### src/rtl/ysyx_22050854_ifu_pkg.sv
// ysyx_22050854_ifu_pkg
// Shared constants and types for the instruction fetch unit.
//   - XLEN / ILEN            : address and instruction widths
//   - DEFAULT_RESET_PC       : default first fetch address
//   - INSTR_EBREAK           : encoding that stops fetch when
//                              YSYX_22050854_IFU_EBREAK_STOP_EN is defined
//   - S_* state constants    : fetch FSM encoding
//   - ifu_entry_t            : instruction buffer entry {instr, pc}
//   - select_word()          : picks the 32-bit word out of a doubleword
package ysyx_22050854_ifu_pkg;

    localparam int XLEN = 64;
    localparam int ILEN = 32;

    localparam logic [XLEN-1:0] DEFAULT_RESET_PC = 64'h8000_0000;
    localparam logic [ILEN-1:0] INSTR_EBREAK     = 32'h0010_0073;

    typedef logic [1:0] ifu_state_t;

    localparam ifu_state_t S_IDLE = 2'd0;
    localparam ifu_state_t S_REQ  = 2'd1;
    localparam ifu_state_t S_WAIT = 2'd2;
    localparam ifu_state_t S_HALT = 2'd3;

    typedef struct packed {
        logic [ILEN-1:0] instr;
        logic [XLEN-1:0] pc;
    } ifu_entry_t;

    function automatic logic [ILEN-1:0] select_word(input logic [XLEN-1:0] data,
                                                    input logic            upper);
        return upper ? data[63:32] : data[31:0];
    endfunction

endpackage

### src/rtl/ysyx_22050854_ifu_fifo.sv
// ysyx_22050854_ifu_fifo
// Instruction buffer: power-of-two deep FIFO of {instr, pc} entries.
// Ports:
//   clk, rst   : clock, synchronous active-high reset
//   push       : write push_data at the tail
//   push_data  : entry to write
//   pop        : drop the head entry
//   flush      : empty the FIFO; wins over a simultaneous push/pop
//   count      : number of valid entries
//   head       : entry at the head (meaningful when count != 0)
// The caller guarantees no push when full and no pop when empty.
module ysyx_22050854_ifu_fifo
    import ysyx_22050854_ifu_pkg::*;
#(
    parameter int DEPTH = 2
) (
    input  logic                       clk,
    input  logic                       rst,
    input  logic                       push,
    input  ifu_entry_t                 push_data,
    input  logic                       pop,
    input  logic                       flush,
    output logic [$clog2(DEPTH):0]     count,
    output ifu_entry_t                 head
);

    localparam int AW = (DEPTH > 1) ? $clog2(DEPTH) : 1;
    localparam int CW = $clog2(DEPTH) + 1;

    ifu_entry_t       mem_q [DEPTH];
    ifu_entry_t       mem_d [DEPTH];
    logic [AW-1:0]    rd_ptr_q, rd_ptr_d;
    logic [AW-1:0]    wr_ptr_q, wr_ptr_d;
    logic [CW-1:0]    count_q, count_d;

    always_comb begin
        mem_d    = mem_q;
        rd_ptr_d = rd_ptr_q;
        wr_ptr_d = wr_ptr_q;
        count_d  = count_q;
        if (flush) begin
            rd_ptr_d = '0;
            wr_ptr_d = '0;
            count_d  = '0;
        end else begin
            if (push) begin
                mem_d[wr_ptr_q] = push_data;
                wr_ptr_d        = wr_ptr_q + AW'(1);
            end
            if (pop) begin
                rd_ptr_d = rd_ptr_q + AW'(1);
            end
            count_d = count_q + CW'(push) - CW'(pop);
        end
    end

    always_ff @(posedge clk) begin
        if (rst) begin
            for (int i = 0; i < DEPTH; i++) begin
                mem_q[i] <= '0;
            end
            rd_ptr_q <= '0;
            wr_ptr_q <= '0;
            count_q  <= '0;
        end else begin
            mem_q    <= mem_d;
            rd_ptr_q <= rd_ptr_d;
            wr_ptr_q <= wr_ptr_d;
            count_q  <= count_d;
        end
    end

    assign count = count_q;
    assign head  = mem_q[rd_ptr_q];

endmodule

### src/rtl/ysyx_22050854_ifu.sv
// ysyx_22050854_ifu
// Instruction fetch unit: keeps the PC, issues single-beat fetches,
// buffers returned words and hands {instr, pc} to decode.
// Optional feature macro: YSYX_22050854_IFU_EBREAK_STOP_EN
//   (stop fetching after an ebreak is buffered; otherwise halted is 0).
// Ports:
//   clk, rst                           : clock, synchronous active-high reset
//   mem_req_valid/ready, mem_req_addr  : fetch request (8-byte aligned)
//   mem_resp_valid, mem_resp_data      : fetch response (always accepted)
//   out_valid/ready, out_instr, out_pc : instruction to decode
//   redirect_valid, redirect_pc        : execute redirect
//   halted                             : fetch stopped on ebreak
//
// state  | meaning
// IDLE   | no request pending, waiting for buffer space
// REQ    | request presented, waiting for mem_req_ready
// WAIT   | one request outstanding, waiting for the response
// HALT   | ebreak buffered, fetch stopped until redirect/reset
module ysyx_22050854_ifu
    import ysyx_22050854_ifu_pkg::*;
#(
    parameter logic [63:0] RESET_PC   = DEFAULT_RESET_PC,
    parameter int          FIFO_DEPTH = 2
) (
    input  logic        clk,
    input  logic        rst,
    output logic        mem_req_valid,
    input  logic        mem_req_ready,
    output logic [63:0] mem_req_addr,
    input  logic        mem_resp_valid,
    input  logic [63:0] mem_resp_data,
    output logic        out_valid,
    input  logic        out_ready,
    output logic [31:0] out_instr,
    output logic [63:0] out_pc,
    input  logic        redirect_valid,
    input  logic [63:0] redirect_pc,
    output logic        halted
);

    localparam int CW = $clog2(FIFO_DEPTH) + 1;

    ifu_state_t        state_q, state_d;
    logic [XLEN-1:0]   pc_q, pc_d;
    logic [XLEN-1:0]   req_pc_q, req_pc_d;
    logic              drop_q, drop_d;

    logic              resp_take;
    logic              req_fire;
    logic              push;
    logic              pop;
    logic [ILEN-1:0]   resp_word;
    logic [CW-1:0]     fifo_count;
    logic [CW-1:0]     count_nxt;
    logic              space_nxt;
    ifu_entry_t        head;
    ifu_entry_t        push_data;
    logic              unused_redirect_lsb;

    assign unused_redirect_lsb = ^redirect_pc[1:0];

    assign resp_take = (state_q == S_WAIT) && mem_resp_valid;
    assign req_fire  = (state_q == S_REQ) && mem_req_ready;
    assign resp_word = select_word(mem_resp_data, req_pc_q[2]);
    assign push_data = '{instr: resp_word, pc: req_pc_q};

    // Redirect flushes the buffer, so neither a push nor a pop matters then.
    assign push = resp_take && !drop_q && !redirect_valid;
    assign pop  = out_valid && out_ready && !redirect_valid;

    // Occupancy after this cycle; WAIT has just retired its request, so
    // this alone decides whether another request may be issued.
    assign count_nxt = redirect_valid ? '0 : (fifo_count + CW'(push) - CW'(pop));
    assign space_nxt = count_nxt < CW'(FIFO_DEPTH);

    always_comb begin
        state_d  = state_q;
        pc_d     = pc_q;
        req_pc_d = req_pc_q;
        drop_d   = drop_q;

        case (state_q)
            S_IDLE: begin
                if (space_nxt) state_d = S_REQ;
            end
            S_REQ: begin
                if (req_fire) begin
                    req_pc_d = pc_q;
                    pc_d     = pc_q + 64'd4;
                    state_d  = S_WAIT;
                end
            end
            S_WAIT: begin
                if (resp_take) begin
                    drop_d  = 1'b0;
                    state_d = space_nxt ? S_REQ : S_IDLE;
`ifdef YSYX_22050854_IFU_EBREAK_STOP_EN
                    if (push && (resp_word == INSTR_EBREAK)) state_d = S_HALT;
`endif
                end
            end
            S_HALT: begin
`ifdef YSYX_22050854_IFU_EBREAK_STOP_EN
                state_d = S_HALT;
`else
                state_d = S_IDLE;
`endif
            end
            default: state_d = S_IDLE;
        endcase

        if (redirect_valid) begin
            pc_d = {redirect_pc[63:2], 2'b00};
            case (state_q)
                S_REQ: begin
                    // An accepted request is now in flight for a stale pc.
                    if (req_fire) begin
                        state_d = S_WAIT;
                        drop_d  = 1'b1;
                    end else begin
                        state_d = S_IDLE;
                    end
                end
                S_WAIT: begin
                    if (!resp_take) drop_d = 1'b1;
                end
                S_HALT:  state_d = S_REQ;
                default: ;
            endcase
        end
    end

    always_ff @(posedge clk) begin
        if (rst) begin
            state_q  <= S_IDLE;
            pc_q     <= RESET_PC;
            req_pc_q <= '0;
            drop_q   <= 1'b0;
        end else begin
            state_q  <= state_d;
            pc_q     <= pc_d;
            req_pc_q <= req_pc_d;
            drop_q   <= drop_d;
        end
    end

    ysyx_22050854_ifu_fifo #(
        .DEPTH (FIFO_DEPTH)
    ) u_fifo (
        .clk       (clk),
        .rst       (rst),
        .push      (push),
        .push_data (push_data),
        .pop       (pop),
        .flush     (redirect_valid),
        .count     (fifo_count),
        .head      (head)
    );

    assign mem_req_valid = (state_q == S_REQ);
    assign mem_req_addr  = mem_req_valid ? {pc_q[63:3], 3'b000} : '0;
    assign out_valid     = (fifo_count != '0);
    assign out_instr     = out_valid ? head.instr : '0;
    assign out_pc        = out_valid ? head.pc : '0;

`ifdef YSYX_22050854_IFU_EBREAK_STOP_EN
    assign halted = (state_q == S_HALT);
`else
    assign halted = 1'b0;
`endif

endmodule
### config.mk
export PLATFORM = sky130hd
export DESIGN_NAME = ysyx_22050854_ifu
export DESIGN_NICKNAME = d
export VERILOG_FILES = /design/src/rtl/ysyx_22050854_ifu_pkg.sv /design/src/rtl/ysyx_22050854_ifu_fifo.sv /design/src/rtl/ysyx_22050854_ifu.sv
export SDC_FILE = /design/constraint.sdc
export NUM_CORES = 1
export LEC_CHECK = 0
export ABC_AREA = 1
export CORE_AREA = 2 2 132 262
export DETAILED_ROUTE_END_ITERATION = 8
export DIE_AREA = 0 0 134 264
export PLACE_DENSITY = 0.73
export SETUP_SLACK_MARGIN = 0.1
export SYNTH_ARGS = -nofsm -noshare
export SYNTH_HDL_FRONTEND = slang
export SYNTH_SLANG_ARGS = --single-unit
### constraint.sdc
create_clock -name clk -period 3.7 [get_ports clk]
set_input_delay 0.925 -clock clk [delete_from_list [all_inputs] [get_ports clk]]
set_output_delay 0.925 -clock clk [all_outputs]
set_load 0.01 [all_outputs]
== Yosys cells after proc, flatten, opt, wreduce, memory -nomap -nowiden ==
Index checks and enable logic that the tools add are counted.

* Memories: 0
* Memory bits (writable): 0
* Output and inout bits: 163
* Input port bits: 134
* Bits in read-only memories: 0
* Register bits: 327
* Logic and storage cells: 72
* Latch bits: 0

* Multiplexer cells: 28
* Reductions and logical operators: 17
* Shifts and indexed selects: 0
* Magnitude comparators: 4
* Multiply operators: 0
* Bitwise operators: 3
* Divide/modulo/power cells: 0
* Add/subtract/negate cells: 5
* Equality and inequality tests: 3

{| class="wikitable"
|+ Operator list
! cell !! number
|-
| $mux 96 || 4
|-
| $mux 64 || 5
|-
| $bwmux 192 || 1
|-
| $demux 96 s1 || 1
|-
| $add 64x3->64 const B || 1
|-
| $mux 32 || 2
|-
| $mux 2 || 6
|-
| $pmux 2 s4 || 1
|-
| $logic_and 1x1->1 || 7
|-
| $mux 1 || 6
|-
| $reduce_and 2->1 || 3
|-
| $reduce_bool 2->1 || 3
|-
| $eq 2x2->1 const B || 2
|-
| $ge 2x2->1 const B || 2
|-
| $not 1->2 || 2
|-
| $pmux 2 s2 || 1
|-
| $add 1x1->1 const B || 2
|-
| $add 2x1->2 || 1
|-
| $eq 2x1->1 const B || 1
|-
| $logic_not 1->1 || 2
|-
| $logic_not 2->1 || 1
|-
| $lt 2x1->1 const B || 1
|-
| $lt 2x2->1 const B || 1
|-
| $pmux 1 s2 || 1
|-
| 3 further kinds || 3
|}

== Longest topological paths before layout ==
Gate-level depths: netlist of run 1.

* Word-level depth: 13
* Gate-level depth with buffers: 14
* Gate-level depth less buffers: 13

== Modules after synthesis ==
A second synthesis of run 1 with hierarchy kept.

* Cell total of the unflattened synthesis: 2750
* Area total of the unflattened synthesis: 17090.1 um^2

{| class="wikitable"
|+ Modules (own cells, without submodules)
! module !! times used !! seq. area each (um^2) !! area each (um^2) !! cells an instance
|-
| ysyx_22050854_ifu || 1 || 2542.4 || 8773.4 || 1485
|-
| ysyx_22050854_ifu_fifo || 1 || 3923.8 || 8316.7 || 1265
|}

== Worst setup path after synthesis of run 1 ==
No wires, ideal clock.

* Path type: input to register
* Start: input port redirect_valid
* End: register state_q[1]
* Library setup time: 132 ps
* Data required time: 3568 ps
* Stages: 10
* Buffers on the path: 2
* Arrival time: 2278 ps
* Path slack: 1290 ps
* Path through: buf_2 buf_1 nor2_1 ha_1 inv_1 ha_1 nor2_1 nor2_1 o21ai_0 a21oi_1

* Elaborated cells on any way between the ends: 11
* Those cells by class: add/sub: 2; order compare: 1; mux: 5; reduce/logical: 3

{| class="wikitable"
|+ RTL lines
! what !! line !! RTL
|-
| start: declaration || ysyx_22050854_ifu.sv:36 || <nowiki>input logic redirect_valid,</nowiki>
|-
| $logic_not 1->1 * || ysyx_22050854_ifu.sv:69 || <nowiki>assign pop = out_valid && out_ready && !redirect_valid;</nowiki>
|-
| $logic_and 1x1->1 * || ysyx_22050854_ifu.sv:69 ||
|-
| via pop || ysyx_22050854_ifu.sv:51 || <nowiki>logic pop;</nowiki>
|-
| $sub 2x1->2 * || ysyx_22050854_ifu.sv:73 || <nowiki>assign count_nxt = redirect_valid ? '0 : (fifo_count + CW'(push) - CW'(pop));</nowiki>
|-
| $mux 2 * || n/a ||
|-
| $lt 2x2->1 * || ysyx_22050854_ifu.sv:74 || <nowiki>assign space_nxt = count_nxt < CW'(FIFO_DEPTH);</nowiki>
|-
| $mux 2 * || ysyx_22050854_ifu.sv:84 || <nowiki>if (space_nxt) state_d = S_REQ;</nowiki>
|-
| $pmux 2 s4 * || ysyx_22050854_ifu.sv:82 || <nowiki>case (state_q)</nowiki>
|-
| $pmux 2 s2 || ysyx_22050854_ifu.sv:114 || <nowiki>case (state_q)</nowiki>
|-
| $mux 2 * || ysyx_22050854_ifu.sv:112 || <nowiki>if (redirect_valid) begin</nowiki>
|-
| end signal: assignment || ysyx_22050854_ifu.sv:140 || <nowiki>state_q <= state_d;</nowiki>
|-
| end: declaration || ysyx_22050854_ifu.sv:43 || <nowiki>ifu_state_t state_q, state_d;</nowiki>
|}

The timed path passes the listed nets; every way through them passes the cells marked *.
A chain may end at the register's enable or synchronous reset.

== Worst setup path after layout of run 1 ==
* Start: register u_fifo.count_q[1] (netlist: u_fifo.count[1])
* End: output port out_pc[56]

* Cells in the longest elaborated chain, start to end: 2

{| class="wikitable"
|+ Ends and longest elaborated chain
! what !! line !! RTL
|-
| start: declaration || ysyx_22050854_ifu_fifo.sv:34 || <nowiki>logic [CW-1:0] count_q, count_d;</nowiki>
|-
| start signal: assignment || ysyx_22050854_ifu_fifo.sv:69 || <nowiki>count_q <= count_d;</nowiki>
|-
| $reduce_bool 2->1 || ysyx_22050854_ifu.sv:162 || <nowiki>assign out_valid = (fifo_count != '0);</nowiki>
|-
| $mux 64 || ysyx_22050854_ifu.sv:164 || <nowiki>assign out_pc = out_valid ? head.pc : '0;</nowiki>
|-
| end: declaration || ysyx_22050854_ifu.sv:35 || <nowiki>output logic [63:0] out_pc,</nowiki>
|}

Every way passes these cells.

==> impl_metrics.csv, run 1 <==
group,metric,value,unit
logic_synthesis,synth-async-reset-ratio,0,%
timing,rsz0062_at_grt,"no",
drt,drtPass1Iterations,6,
placement,dp_hpwl,38440,µm
cells_and_area,post-route-util,59.40,%
setup_path,crit_chain,"nor2_1, inv_4, buf_4, o21ai_0, a21oi_1, clkdlybuf4s50_1",
logic_synthesis,synth_top_cell_by_area,"dfxtp_1",
power,p_leak,7.399,nW
drt,avgViaCountPerCell,5.425,
drt,detail-route-antenna-nets,0,
timing,period_share,91.79,%
clocking,clockBufferDepth,3,
timing,drv_slew,0,
power,combPwrFrac,11.1,%
logic_synthesis,synth.top_cells.by_count,"nand2_1, a21oi_1, dfxtp_1",
timing,hold_viol,0,
logic_synthesis,syn_avg_cell_area,6.544,µm²
drt,wl_per_cell,17.93,µm
cells_and_area,layout-drive-gt1-share,3.913,%
drt,wirelength,54550,µm
cells_and_area,insertedDiodeCount,0,
grt,antenna_found_initial,0,
clocking,insertion_delay,570,ps
grt,grt_pass1_vias,15760,
clocking,cts_tree,"built",
power,p_int,5.760,mW
setup_path,slowest_stage,"clkdlybuf4s50_1",
setup_path,worstSetupPathType,"reg -> out",
cells_and_area,area_growth,26.11,%
setup_path,crit_fanout,37,
timing,relSlewSlack,22.72,%
job,maxCapViolCount,0,
power,clock_power_share,41.5,%
clocking,clock_sinks,319,
grt,grt_pass1_wl,84010,µm
clocking,path_clk_slew,70,ps
grt,track_usage,29.86,%
timing,fin_setup_tns,0,ps
min_path,worstHoldPathType,"reg -> reg",
floorplan,die_x,134,µm
setup_path,end_kind,"output port",
power,irDropWorstVdd,0.3637,mV
timing,fin_crit,3396,ps
power,power.switching,1.979,mW
logic_synthesis,yosys-top-cells-area,"dfxtp_1, nand2_1, a21oi_1",
drt,drc,0,
drt,vias,16510,
logic_synthesis,yosys_register_bits,319,
placement,numPortBuffers,288,
drt,dr.first_iter.drc_count,1362,
clocking,cts_root_buffer,"clkbuf_16",
floorplan,io_pins,297,
status,run_status,"finished clean",
setup_path,cp_slowest_stage_delay,590,ps
setup_path,critPathLaunchType,"flip-flop",
floorplan,core.rowCount,95,
logic_synthesis,yosysWarnings,0,
grt,overflow,0,
floorplan,initial_core_util,47.10,%
timing,finalSetupViolCount,0,
setup_path,required,2770,ps
floorplan,die_y,264,µm
setup_path,crit_arrival,2470,ps
clocking,numCtsBuffers,28,
clocking,cts_hold_buf,0,
logic_synthesis,yosysSeqAreaShare,40.59,%
power,power.density,390.1,nW/µm²
timing,fmax,294.4,MHz
floorplan,dieArea,35380,µm²
logic_synthesis,yosysMostFrequentCell,"nand2_1",
grt,grt_max_degree,114,
clocking,cts_max_level,1,
power,sequentialPowerShare,47.4,%
logic_synthesis,ys.flop_type,"dfxtp_1",
power,p_sw_share,25.57,%
floorplan,core,33400,µm²
logic_synthesis,syn-cell-area,15730,µm²
timing,fin_skew,12.09,ps
logic_synthesis,synth_edf_count,0,
timing,worst-slew-pin-transition,1159,ps
placement,place.gp.congestion,0.9913,
cells_and_area,final_nets,2728,
logic_synthesis,synthCells,2404,
logic_synthesis,ys_types,35,
logic_synthesis,synth_top_area_share,40.59,%
## flip-flops by register name, summed over array words and instances (netlist names)
signal / count
u_fifo.mem_q: 188
pc_q: 62
req_pc_q: 62
state_q: 2
u_fifo.count: 2
drop_q: 1
u_fifo.rd_ptr_q: 1
u_fifo.wr_ptr_q: 1
## area by class of cell
type | instances | area [µm²]
clock buffer | 35 | 747.0
clock inverter | 15 | 250.2
fill | 3207 | 13560
inverter | 259 | 974.7
multi-input combinational | 1660 | 7720
sequential | 319 | 6390
tap | 436 | 545.5
timing repair buffer | 319 | 3212
## path summary, 6_finish.rpt
path | cells after the start | slack (ps) | startpoint | end
worst min register to register | 2 | 450 | u_fifo.mem_q[63]$_SDFFE_PP0P_ | u_fifo.mem_q[63]$_SDFFE_PP0P_
worst max register to register | 9 | 1130 | pc_q[13]$_SDFFE_PP0P_ | pc_q[59]$_SDFFE_PP0P_
worst max-delay path | 6 | 300 | u_fifo.count[1]$_SDFF_PP0_ | out_pc[56]
worst min-delay path | 2 | 450 | u_fifo.mem_q[63]$_SDFFE_PP0P_ | u_fifo.mem_q[63]$_SDFFE_PP0P_
## per-layer routing
layer / vias to the layer above / routed length, µm / track usage, % / share of wire, %
met5: - / 0 / 0 / 0
met4: 0 / 4505 / 22.14 / 8.3
met3: 146 / 2954 / 2.303 / 5.4
met2: 644 / 26970 / 52.21 / 49
met1: 7569 / 20120 / 33.50 / 37
li1: 8150 / - / - / -
## logic make-up (layout without fill, tap and decap cells)
group / count (synthesis) / count (layout) / share of synthesized area (%)
AOI/OAI and AO/OA: 669 / 669 / 22.39
xor gates and xnor gates: 22 / 22 / 1.225
buffers and inverters: 430 / 628 / 10.63
DFF: 319 / 319 / 40.59
other: 1 / 6 / 0.02384
and+or+nand+nor: 956 / 956 / 24.58
adders and majority gates: 7 / 7 / 0.5567
## layout by cell type (no fill, tap or decap), types with 6 or more instances in the layout
cell type | synthesis | routed
nand2_1 | 565 | 564
a21oi_1 | 330 | 330
dfxtp_1 | 319 | 318
clkdlybuf4s50_1 | 0 | 286
inv_1 | 258 | 255
o21ai_0 | 246 | 246
nor2_1 | 223 | 222
nand3_1 | 133 | 133
a211oi_1 | 51 | 51
clkbuf_16 | 0 | 28
buf_4 | 6 | 23
xor2_1 | 21 | 21
a31oi_1 | 18 | 18
o21ai_1 | 15 | 15
nand4_1 | 15 | 15
buf_12 | 0 | 8
o211ai_1 | 6 | 6
ha_1 | 7 | 6
conb_1 | 1 | 6
bufinv_16 | 0 | 6
## metrics by stage
step | worst slack, ps | cell area (µm²) | total power [mW] | hold slack, ps | std cells
floorplan | 1290 | 15750 | 4.190 | 429.7 | 2409
global placement | 563.3 | 18830 | 4.570 | 436.7 | 2993
detailed placement | 485.1 | 18830 | 4.590 | 441.1 | 2993
CTS | 163.3 | 19830 | 7.787 | 452.0 | 3043
global route | 179.4 | 19840 | 8.041 | 467.2 | 3043
finish | 303.6 | 19840 | 7.738 | 450.6 | 3043
## worst max-delay path, delay by kind of cell (launching register included)
kind,cells,cell delay (ps)
and+or+nand+nor,1,80
buffers and inverters,3,1150
DFF,1,350
AOI/OAI and AO/OA,2,330
## power by group through the flow
stage	sequential [mW]	clock, mW	combinational, mW
3_5_place_dp	3.74	0	0.848
4_1_cts	3.66	3.27	0.854
2_1_floorplan	3.70	0	0.493
6_report	3.67	3.21	0.856
3_3_place_gp	3.74	0	0.832
5_1_grt	3.68	3.41	0.951
## what timing repair did
item | 4_1_cts | 5_1_grt
setup endpoints to repair | 3 | 4
buffers inserted | 0 | 0
resized for setup | 1 | 1
Note: power is estimated with default switching activity, not from simulation.
==> run 2, diff against run 1 <==
GPL_ROUTABILITY_DRIVEN = 0   (was default)
==> impl_metrics.csv, run 2 (synthesized netlist as in run 1, its figures left out) <==
group,metric,value,unit
drt,detail-route-antenna-nets,0,
timing,fin_skew,19.09,ps
floorplan,io_pins,297,
setup_path,worstSetupPathType,"reg -> out",
placement,dp_cells,2991,
timing,worst_hold_slack,451.4,ps
clocking,clock_sinks,319,
timing,drv_slew,0,
setup_path,crit_chain,"inv_1, ha_2, buf_12, nand2_1, inv_1, clkdlybuf4s50_1",
timing,period_share,94.03,%
floorplan,core,33400,µm²
cells_and_area,insertedDiodeCount,0,
drt,wl_per_cell,17.41,µm
clocking,post_cts_buffers,0,
floorplan,die_x,134,µm
setup_path,cp_common_cell,"inv_1",
grt,grt_pass1_wl,82260,µm
clocking,clockBufferDepth,3,
power,irDropWorstVdd,0.3492,mV
cells_and_area,final_common_cell,"nand2_1",
timing,hold_viol,0,
timing,fmax,287.4,MHz
floorplan,initial_core_util,47.10,%
floorplan,die_y,264,µm
power,power.density,382.3,nW/µm²
setup_path,critPathLaunchType,"flip-flop",
min_path,worstHoldPathType,"reg -> reg",
cells_and_area,layout-drive-gt1-share,3.763,%
grt,overflow,0,
setup_path,crit_fanout,47,
timing,relSlewSlack,22.50,%
timing,worst-slew-pin-transition,1163,ps
grt,track_usage,28.95,%
grt,grt_pass1_vias,15740,
clocking,cts_root_buffer,"clkbuf_16",
clocking,cts_tree,"built",
floorplan,core.rowCount,95,
floorplan,dieArea,35380,µm²
cells_and_area,top_regs,"u_fifo.mem_q: 188 flops, pc_q: 62 flops, req_pc_q: 62 flops",
cells_and_area,area_growth,25.53,%
timing,rsz0062_at_grt,"no",
timing,fin_setup_tns,0,ps
timing,fin_crit,3479,ps
timing,finalSetupViolCount,0,
cells_and_area,fill_cells,3217,
grt,grt_max_degree,129,
grt,antenna_found_initial,0,
drt,drc,0,
cells_and_area,largest_register,"u_fifo.mem_q",
drt,avgViaCountPerCell,5.461,
setup_path,slowest_stage,"clkdlybuf4s50_1",
power,power,7.550,mW
job,maxCapViolCount,0,
clocking,numCtsBuffers,28,
status,run_status,"finished clean",
cells_and_area,final_cell_mix,"nand2_1, a21oi_1, dfxtp_1",
clocking,path_clk_slew,70,ps
cells_and_area,multi_input_area,7710,µm²
cells_and_area,ff_latch_area,6390,µm²
cells_and_area,post-route-util,59.12,%
drt,wirelength,52920,µm
cells_and_area,final_nets,2726,
placement,numPortBuffers,288,
setup_path,required,2770,ps
setup_path,crit_arrival,2550,ps
setup_path,end_kind,"output port",
clocking,cts_max_level,1,
drt,vias,16600,
cells_and_area,layoutNonFillerInstCount,3040,
power,p_leak,7.352,nW
drt,dr.first_iter.drc_count,1184,
setup_path,cp_slowest_stage_delay,530,ps
clocking,insertion_delay,560,ps
drt,drtPass1Iterations,7,
cells_and_area,largest_reg_flops,188,
placement,dp_hpwl,36770,µm
run 2: through the flow:
| stage | cell area [µm²] | setup slack (ps) |
|---|---|---|
| after floorplan | 15750 | 1290 |
| after global placement | 18800 | 595.3 |
| after detailed placement | 18800 | 566.8 |
| after CTS | 19750 | 224.6 |
| after global routing | 19750 | 103.5 |
| final | 19750 | 220.8 |
run 2: area by class of cell:
cell class / count / area share [%]
clock buffer: 42 / 4.277
clock inverter: 7 / 0.5005
inverter: 259 / 4.936
multi-input combinational: 1660 / 39.04
sequential: 319 / 32.36
tap: 436 / 2.762
timing repair buffer: 317 / 16.12
run 2: final timing paths:
| kind | end | cells past startpoint | slack, ps | startpoint |
|---|---|---|---|---|
| min reg2reg | u_fifo.mem_q[91]$_SDFFE_PP0P_ | 2 | 450 | u_fifo.mem_q[91]$_SDFFE_PP0P_ |
| max | mem_req_addr[51] | 6 | 220 | state_q[1]$_SDFF_PP0_ |
| max reg2reg | pc_q[34]$_SDFFE_PP0P_ | 11 | 960 | state_q[1]$_SDFF_PP0_ |
| min | u_fifo.mem_q[91]$_SDFFE_PP0P_ | 2 | 450 | u_fifo.mem_q[91]$_SDFFE_PP0P_ |
run 2: worst max-delay path: cells and delay by family, from the launching register on:
kind,cells,cell delay [ps]
and+or+nand+nor,1,140
DFF,1,350
adders and majority gates,1,470
buffers and inverters,4,990
run 2: report_power, final:
group          internal, mW  switching (mW)  total (mW)
clock network          1.72            1.31        3.03
registers              3.55           0.126        3.67
logic                 0.351           0.497       0.848
total                  5.61            1.94        7.55
run 2: metal layers:
layer,track usage (%),vias up,part of all wire (%)
li1,-,8157,-
met1,32.09,7551,37
met2,49.77,718,49
met3,3.224,175,5.9
met4,22.66,0,8.6
met5,0,-,0
run 2: repair_timing:
action | 4_1_cts | 5_1_grt
hold buffers | 0 | 0
resized for setup | 1 | 0
endpoints found under the setup margin | 9 | 0
